--- config.mk ---
export PLATFORM = sky130hd
export DESIGN_NAME = lenet_display_sequencer
export DESIGN_NICKNAME = d
export VERILOG_FILES = /design/src/rtl/lenet_display_sequencer.sv
export SDC_FILE = /design/constraint.sdc
export NUM_CORES = 1
export LEC_CHECK = 0
export BUFFER_PORTS_ARGS = -buffer_cell sky130_fd_sc_hd__buf_2
export CAP_MARGIN = 15
export CORE_UTILIZATION = 40
export DETAILED_ROUTE_END_ITERATION = 8
export PLACE_DENSITY_LB_ADDON = 0.2
export SKIP_LAST_GASP = 1
export SYNTH_ARGS = -nofsm -noshare
export SYNTH_HDL_FRONTEND = slang
export SYNTH_SLANG_ARGS = --single-unit
--- constraint.sdc ---
create_clock -name clk24 -period 1.67 [get_ports clk24]
set_input_delay 0.167 -clock clk24 [delete_from_list [all_inputs] [get_ports clk24]]
set_output_delay 0.167 -clock clk24 [all_outputs]
set_load 0.005 [all_outputs]
--- src/rtl/lenet_display_sequencer.sv ---
// Frame-synchronous sequencer for one LeNet classification pass: arms on a start
// request, freezes camera writes for a frame, starts LeNet, then holds the digit overlay.
module lenet_display_sequencer #(
   parameter int unsigned HOLD_FRAMES   = 60,
   parameter int unsigned LENET_TIMEOUT = 2000000,
   parameter logic        vsync_active  = 1'b0
) (
   input  logic clk24,
   input  logic rst,
   input  logic vga_vsync,
   input  logic start_req,
   input  logic bound_en,
   input  logic lenet_ready,
   output logic lenet_start,
   output logic capture_freeze,
   output logic bound_doing,
   output logic lenet_doing,
   output logic busy,
   output logic timeout_err
);

   localparam int TW = (LENET_TIMEOUT > 1) ? $clog2(LENET_TIMEOUT) : 1;
   localparam int FW = (HOLD_FRAMES > 0) ? $clog2(HOLD_FRAMES + 1) : 1;
   localparam logic [TW-1:0] TIMEOUT_LAST = TW'(LENET_TIMEOUT - 1);
   localparam logic [FW-1:0] HOLD_LAST    = FW'(HOLD_FRAMES - 1);

   typedef enum logic [2:0] {
      S_IDLE,
      S_ARMED,
      S_FREEZE,
      S_RUN,
      S_SHOW
   } state_t;

   state_t          r_state;
   state_t          w_nextState;
   logic            r_vsyncQ;
   logic            r_startReqQ;
   logic [TW-1:0]   r_runCnt;
   logic [FW-1:0]   r_frameCnt;
   logic            r_lenetStart;
   logic            r_captureFreeze;
   logic            r_boundDoing;
   logic            r_lenetDoing;
   logic            r_busy;
   logic            r_timeoutErr;
   logic            w_frameTick;
   logic            w_startPulse;
   logic            w_runExpired;
   logic            w_holdDone;

   // The edge detector resets high so a request held through reset never fires.
   always_ff @(posedge clk24 or posedge rst) begin
      if (rst) begin
         r_vsyncQ    <= ~vsync_active;
         r_startReqQ <= 1'b1;
      end else begin
         r_vsyncQ    <= vga_vsync;
         r_startReqQ <= start_req;
      end
   end

   assign w_frameTick  = (r_vsyncQ != vsync_active) && (vga_vsync == vsync_active);
   assign w_startPulse = start_req & ~r_startReqQ;
   assign w_runExpired = (r_runCnt == TIMEOUT_LAST);
   assign w_holdDone   = w_frameTick && (r_frameCnt == HOLD_LAST);

   always_comb begin
      w_nextState = r_state;
      case (r_state)
         S_IDLE:   if (w_startPulse) w_nextState = S_ARMED;
         S_ARMED:  if (w_frameTick) w_nextState = S_FREEZE;
         S_FREEZE: if (w_frameTick) w_nextState = S_RUN;
         S_RUN: begin
            if (lenet_ready) begin
               w_nextState = S_SHOW;
            end else if (w_runExpired) begin
               w_nextState = S_IDLE;
            end
         end
         S_SHOW:   if (w_holdDone) w_nextState = S_IDLE;
         default:  w_nextState = S_IDLE;
      endcase
   end

   // Outputs are decoded from the destination state so they change on the same
   // edge as the state register.
   always_ff @(posedge clk24 or posedge rst) begin
      if (rst) begin
         r_state         <= S_IDLE;
         r_runCnt        <= '0;
         r_frameCnt      <= '0;
         r_lenetStart    <= 1'b0;
         r_captureFreeze <= 1'b0;
         r_boundDoing    <= 1'b0;
         r_lenetDoing    <= 1'b0;
         r_busy          <= 1'b0;
         r_timeoutErr    <= 1'b0;
      end else begin
         r_state <= w_nextState;

         if (r_state == S_RUN && w_nextState == S_RUN) begin
            r_runCnt <= r_runCnt + TW'(1);
         end else begin
            r_runCnt <= '0;
         end

         if (r_state == S_SHOW && w_nextState == S_SHOW) begin
            if (w_frameTick) begin
               r_frameCnt <= r_frameCnt + FW'(1);
            end
         end else begin
            r_frameCnt <= '0;
         end

         if (r_state == S_IDLE && w_startPulse) begin
            r_timeoutErr <= 1'b0;
         end else if (r_state == S_RUN && !lenet_ready && w_runExpired) begin
            r_timeoutErr <= 1'b1;
         end

         r_lenetStart    <= (r_state == S_FREEZE) && (w_nextState == S_RUN);
         r_captureFreeze <= (w_nextState == S_FREEZE) || (w_nextState == S_RUN);
         r_boundDoing    <= bound_en && (w_nextState != S_SHOW);
         r_lenetDoing    <= (w_nextState == S_SHOW);
         r_busy          <= (w_nextState != S_IDLE);
      end
   end

   assign lenet_start    = r_lenetStart;
   assign capture_freeze = r_captureFreeze;
   assign bound_doing    = r_boundDoing;
   assign lenet_doing    = r_lenetDoing;
   assign busy           = r_busy;
   assign timeout_err    = r_timeoutErr;

endmodule
---- After elaboration in Yosys (flattened, before gate mapping) ----
Cells that the tools add are included.
cells by class
  $add $sub $neg .......................... 2
  equal/unequal tests ..................... 11
  multiplexer cells ....................... 12
  bitwise gates (word level) .............. 3
  reductions and logical operators ........ 14
operators with widths
  cell                                                                   number
  21-bit by 1-bit adder with 21-bit output, second input constant        1
  21-bit equality test, second input constant                            1
  21-bit 2-to-1 mux                                                      1
  3-bit 2-to-1 mux                                                       6
  3-bit one-hot mux with 5 select lines                                  1
  3-bit by 2-bit equality test with 1-bit output, second input constant  4
  6-bit 2-to-1 mux                                                       2
  1-bit logical AND                                                      9
  6-bit by 1-bit adder with 6-bit output, second input constant          1
  3-bit equality test, second input constant                             2
  6-bit equality test, second input constant                             1
  3-bit by 1-bit equality test with 1-bit output, second input constant  1
  3-bit zero test                                                        1
  3-bit inequality test, second input constant                           1
  3-bit nonzero test                                                     1
  1-bit 2-to-1 mux                                                       2
  2-bit inequality test, second input constant                           1
  1-bit inverter                                                         2
  2-bit nonzero test                                                     1
  1-bit bitwise AND                                                      1
  1-bit zero test                                                        1
  1-bit logical OR                                                       1
word-level totals
  bits in registers ....................... 38
  input bits .............................. 6
  output and inout port bits .............. 6
  word-level logic and storage cells ...... 53

---- Depth between registers and ports, before layout ----
  depth in word-level cells ............... 8
  depth in mapped cells ................... 6
  mapped depth without buffers ............ 5

---- Worst setup path before layout ----
OpenSTA, ideal clock, no wires.
  path type ............................... register to register
  start ................................... register r_runCnt[0]
  end ..................................... register r_state[0]
  setup time .............................. 0.121 ns
  arrival time ............................ 1.535 ns
  data required time ...................... 1.549 ns
  path slack .............................. 0.014 ns
  stages on the path, launching flop included .. 7
  buffers on the path ..................... 1
  clock period less this slack ............ 1.656 ns
  path through ............................ dfrtp_1 -> ha_1 -> and4_1 -> nand3_1 -> o21bai_1 -> buf_2 -> nand2_1
between the ends
  cells in the longest elaborated chain, start to end .. 4
ends and longest elaborated chain
  element                                RTL line  text
  start, declared                        39        logic [TW-1:0] r_runCnt;
  start signal, assigned                 103       r_runCnt <= r_runCnt + TW'(1);
  21-bit equality test                   65        assign w_runExpired = (r_runCnt == TIMEOUT_LAST);
  3-bit 2-to-1 mux                       77        end else if (w_runExpired) begin
  3-bit 2-to-1 mux                       75        if (lenet_ready) begin
  3-bit one-hot mux with 5 select lines  70        case (r_state)
  net w_nextState[0]                     36        state_t w_nextState;
  end signal, assigned                   100       r_state <= w_nextState;
  end, declared                          35        state_t r_state;
The timed path passes the listed nets, and every way through them passes these cells.
A chain may end at the register's enable or synchronous reset.

---- Worst setup path in the final report ----
  start ................................... register r_runCnt[6]
  end ..................................... register r_runCnt[20]
between the ends
  cells in the longest elaborated chain, start to end .. 7
  elaborated cells on any way between the ends .. 8
  those cells by class .................... add/sub (1); eq/ne (2); mux (4); reduce/logical (1)
ends and longest elaborated chain
  element                                         RTL line  text
  21-bit equality test                            65
  3-bit 2-to-1 mux                                77
  3-bit 2-to-1 mux                                75
  3-bit one-hot mux with 5 select lines           70
  3-bit by 2-bit equality test with 1-bit output  102       if (r_state == S_RUN && w_nextState == S_RUN) begin
  1-bit logical AND                               102
  21-bit 2-to-1 mux (*)                           102
Every way passes the cells marked *; elsewhere a longest branch is shown, timed or not.

==> qor.yml <==
die-area_um2: 4810
p_leak_nw: 0.927
cts_inserted_buffers: 5
grt-ovfl-total: 0
antenna_found_initial: 0
ioPinCount: 12
synth_fp_nets: 189
ys_seq_elements: 38
setup_slack_ns: 0.0493
fin_util_pct: 51.0
power.density_nw_per_um2: 909
peakVddDrop_mv: 0.652
grt_use_total_pct: 16.9
die-height_um: 69.3
yosysSeqAreaShare_pct: 52.6
crit_start: "r_runCnt[6]$_DFF_PP0_"
post-place-ws_ns: -0.00341
syn_inst: 181
routedWlPerCell_um: 14.1
setup_viol: 0
instances_no_fill: 270
fmaxAchievable_mhz: 617
holdWs_ns: 0.111
r2r_slack_ns: 0.05
worstMarginPinSlew_ns: 0.483
core_area_um2: 4350
total_power_mw: 2.02
yosys_warnings: 0
cts_root_buf: "clkbuf_8"
max-slew-margin-rel_pct: 67.8
run_status: "complete, no violations"
synth_cell_types: 39
clk_pin_slew_ns: 0.07
htree_levels: 2
fin_crit_sh_pct: 97.0
drc_errors: 0
period_needed_ns: 1.62
vias_per_cell: 5.30
io_buffers: 11
dpl.hpwl_um: 2590
nets: 225
antenna_cells: 0
grt_max_degree: 39
cts_tree: "built"
fin_worst_skew_ns: 0.00501
wirelength_um: 3800
insertion_delay_ns: 0.29
yosys-top-cells-area: "dfrtp_1 50%, nor2_1 5.0%, xnor2_1 4.8%"
cp.required_ns: 1.89
routabilityCongestion: 0.858
std_cell_rows: 24
hold_path.class: "in -> reg"
synth-main-ff-cell: "dfrtp_1"
worstSetupPathType: "reg -> reg"
fin_area_um2: 2220
end_kind: "flop"
synthesis.area_um2: 1810
drive_above_1_share_pct: 26.1
place_area_um2: 2010
synth_top_cell_by_area: "dfrtp_1"
dpl.cell_count: 254
worstHoldStart: "bound_en"
drtPass1Iterations: 4
grt_first_pass_wirelength_um: 6400
final.setup.tns_ns: 0
r2r_start: "r_runCnt[6]$_DFF_PP0_"
cp-start-kind: "flop"
async_flop_share_pct: 100
netlist.area_leader.share_pct: 49.7
start_util_pct: 41.6
whs_path_depth: 2
ctsLongestPathBuffers: 2
dr.first_iter.drc_count: 73
synth_edf_count: 0
maxCapViolations: 0
clock_sinks: 38
areaGrowthSynthToFinish_pct: 22.6
drtAntennaViolNets: 0
cp_max_fo: 4
r2r_cells: 4
drv_slew: 0
yosys-top-cells-count: "36 x dfrtp_1, 24 x nor2_1, 20 x nand2_1, 10 x xnor2_1, 9 x nand3_1"
die_w_um: 69.3
via_count: 1432
grt_pass1_vias: 1442
syn_avg_cell_area_um2: 10.0
hold_violations: 0
arrival_ns: 1.84
synth.most_common_cell: "dfrtp_1"
## flip-flops by register name, indices dropped and copies added, names as in the netlist
signal	flops
r_state	3
lenet_start	1
busy	1
timeout_err	1
lenet_doing	1
r_startReqQ	1
capture_freeze	1
r_vsyncQ	1
r_frameCnt	6
bound_doing	1
r_runCnt	21
## cells in the final DEF, fill, tap and decap left out, drive strengths merged, types with 3 or more instances in the layout
master       netlist  routed
nor2              24      24
nand2b             3       3
nand4b             3       3
nor4               3       3
xnor2             10      10
nand2             20      20
and2               4       4
clkbuf             1       6
nand4              5       5
and3               3       3
nor3               5       5
and4               3       3
inv                3       3
xor2               7       7
a21oi              9       9
or3                6       6
o21ai              6       6
buf                2      29
nand3             10      10
dfrtp             36      36
dlygate4sd3        0       3
nand3b             3       3
## power breakdown
group | internal, mW | leakage (nW) | switching (mW)
Clock | 0.331 | 0.0472 | 0.319
Combinational | 0.137 | 0.367 | 0.178
Sequential | 0.996 | 0.512 | 0.0568
Total | 1.47 | 0.927 | 0.554
## worst max-delay path, stage by stage (launching register included)
cell and delay, ns:
dfrtp_1 0.43, nand3_2 0.10, or4_4 0.54, or3_4 0.34, a21oi_2 0.13
## layer usage
metal	wire (µm)	vias to the layer above	GRT usage, %	share of wire (%)
met3	110	4	4.94	2.9
met2	1760	15	26.3	46
met1	1880	707	22.1	50
met5	0	-	0	0
met4	47	0	6.58	1.2
li1	-	706	-	-
## path summary, 6_finish.rpt
check,to
min reg2reg,lenet_start$_DFF_PP0_
max,r_runCnt[20]$_DFF_PP0_
min in group asynchronous,r_frameCnt[5]$_DFFE_PP0P_
max in group asynchronous,r_runCnt[12]$_DFF_PP0_
min,bound_doing$_DFF_PP0_
max reg2reg,r_runCnt[20]$_DFF_PP0_
## final cells by class
| class | instances | area (µm²) |
|---|---|---|
| clock buffers | 6 | 82.6 |
| clock inverters | 2 | 12.5 |
| fillers | 384 | 2130 |
| inverters | 3 | 11.3 |
| multi-input cells | 137 | 872 |
| flip-flops and latches | 38 | 955 |
| well taps | 52 | 65.1 |
| repair buffers | 32 | 224 |
## kinds of logic (layout without fill, tap and decap cells)
kind of cell	after synthesis	count (layout)	share of synthesized area, %
buffers and inverters	6	43	1.93
DFF	38	38	52.6
adders and majority gates	2	2	1.38
muxes	1	1	0.552
and+or+nand+nor	98	98	29.3
xor gates and xnor gates	17	17	8.21
AOI/OAI and AO/OA	19	19	6.07
## repair_timing
item,4_1_cts,5_1_grt
gates resized for setup,2,11
pin swaps,1,2
hold buffers,3,0
hold endpoints to repair,13,0
setup endpoints to repair,10,20
setup buffers,0,5
Power figures use the tool's default switching activity.
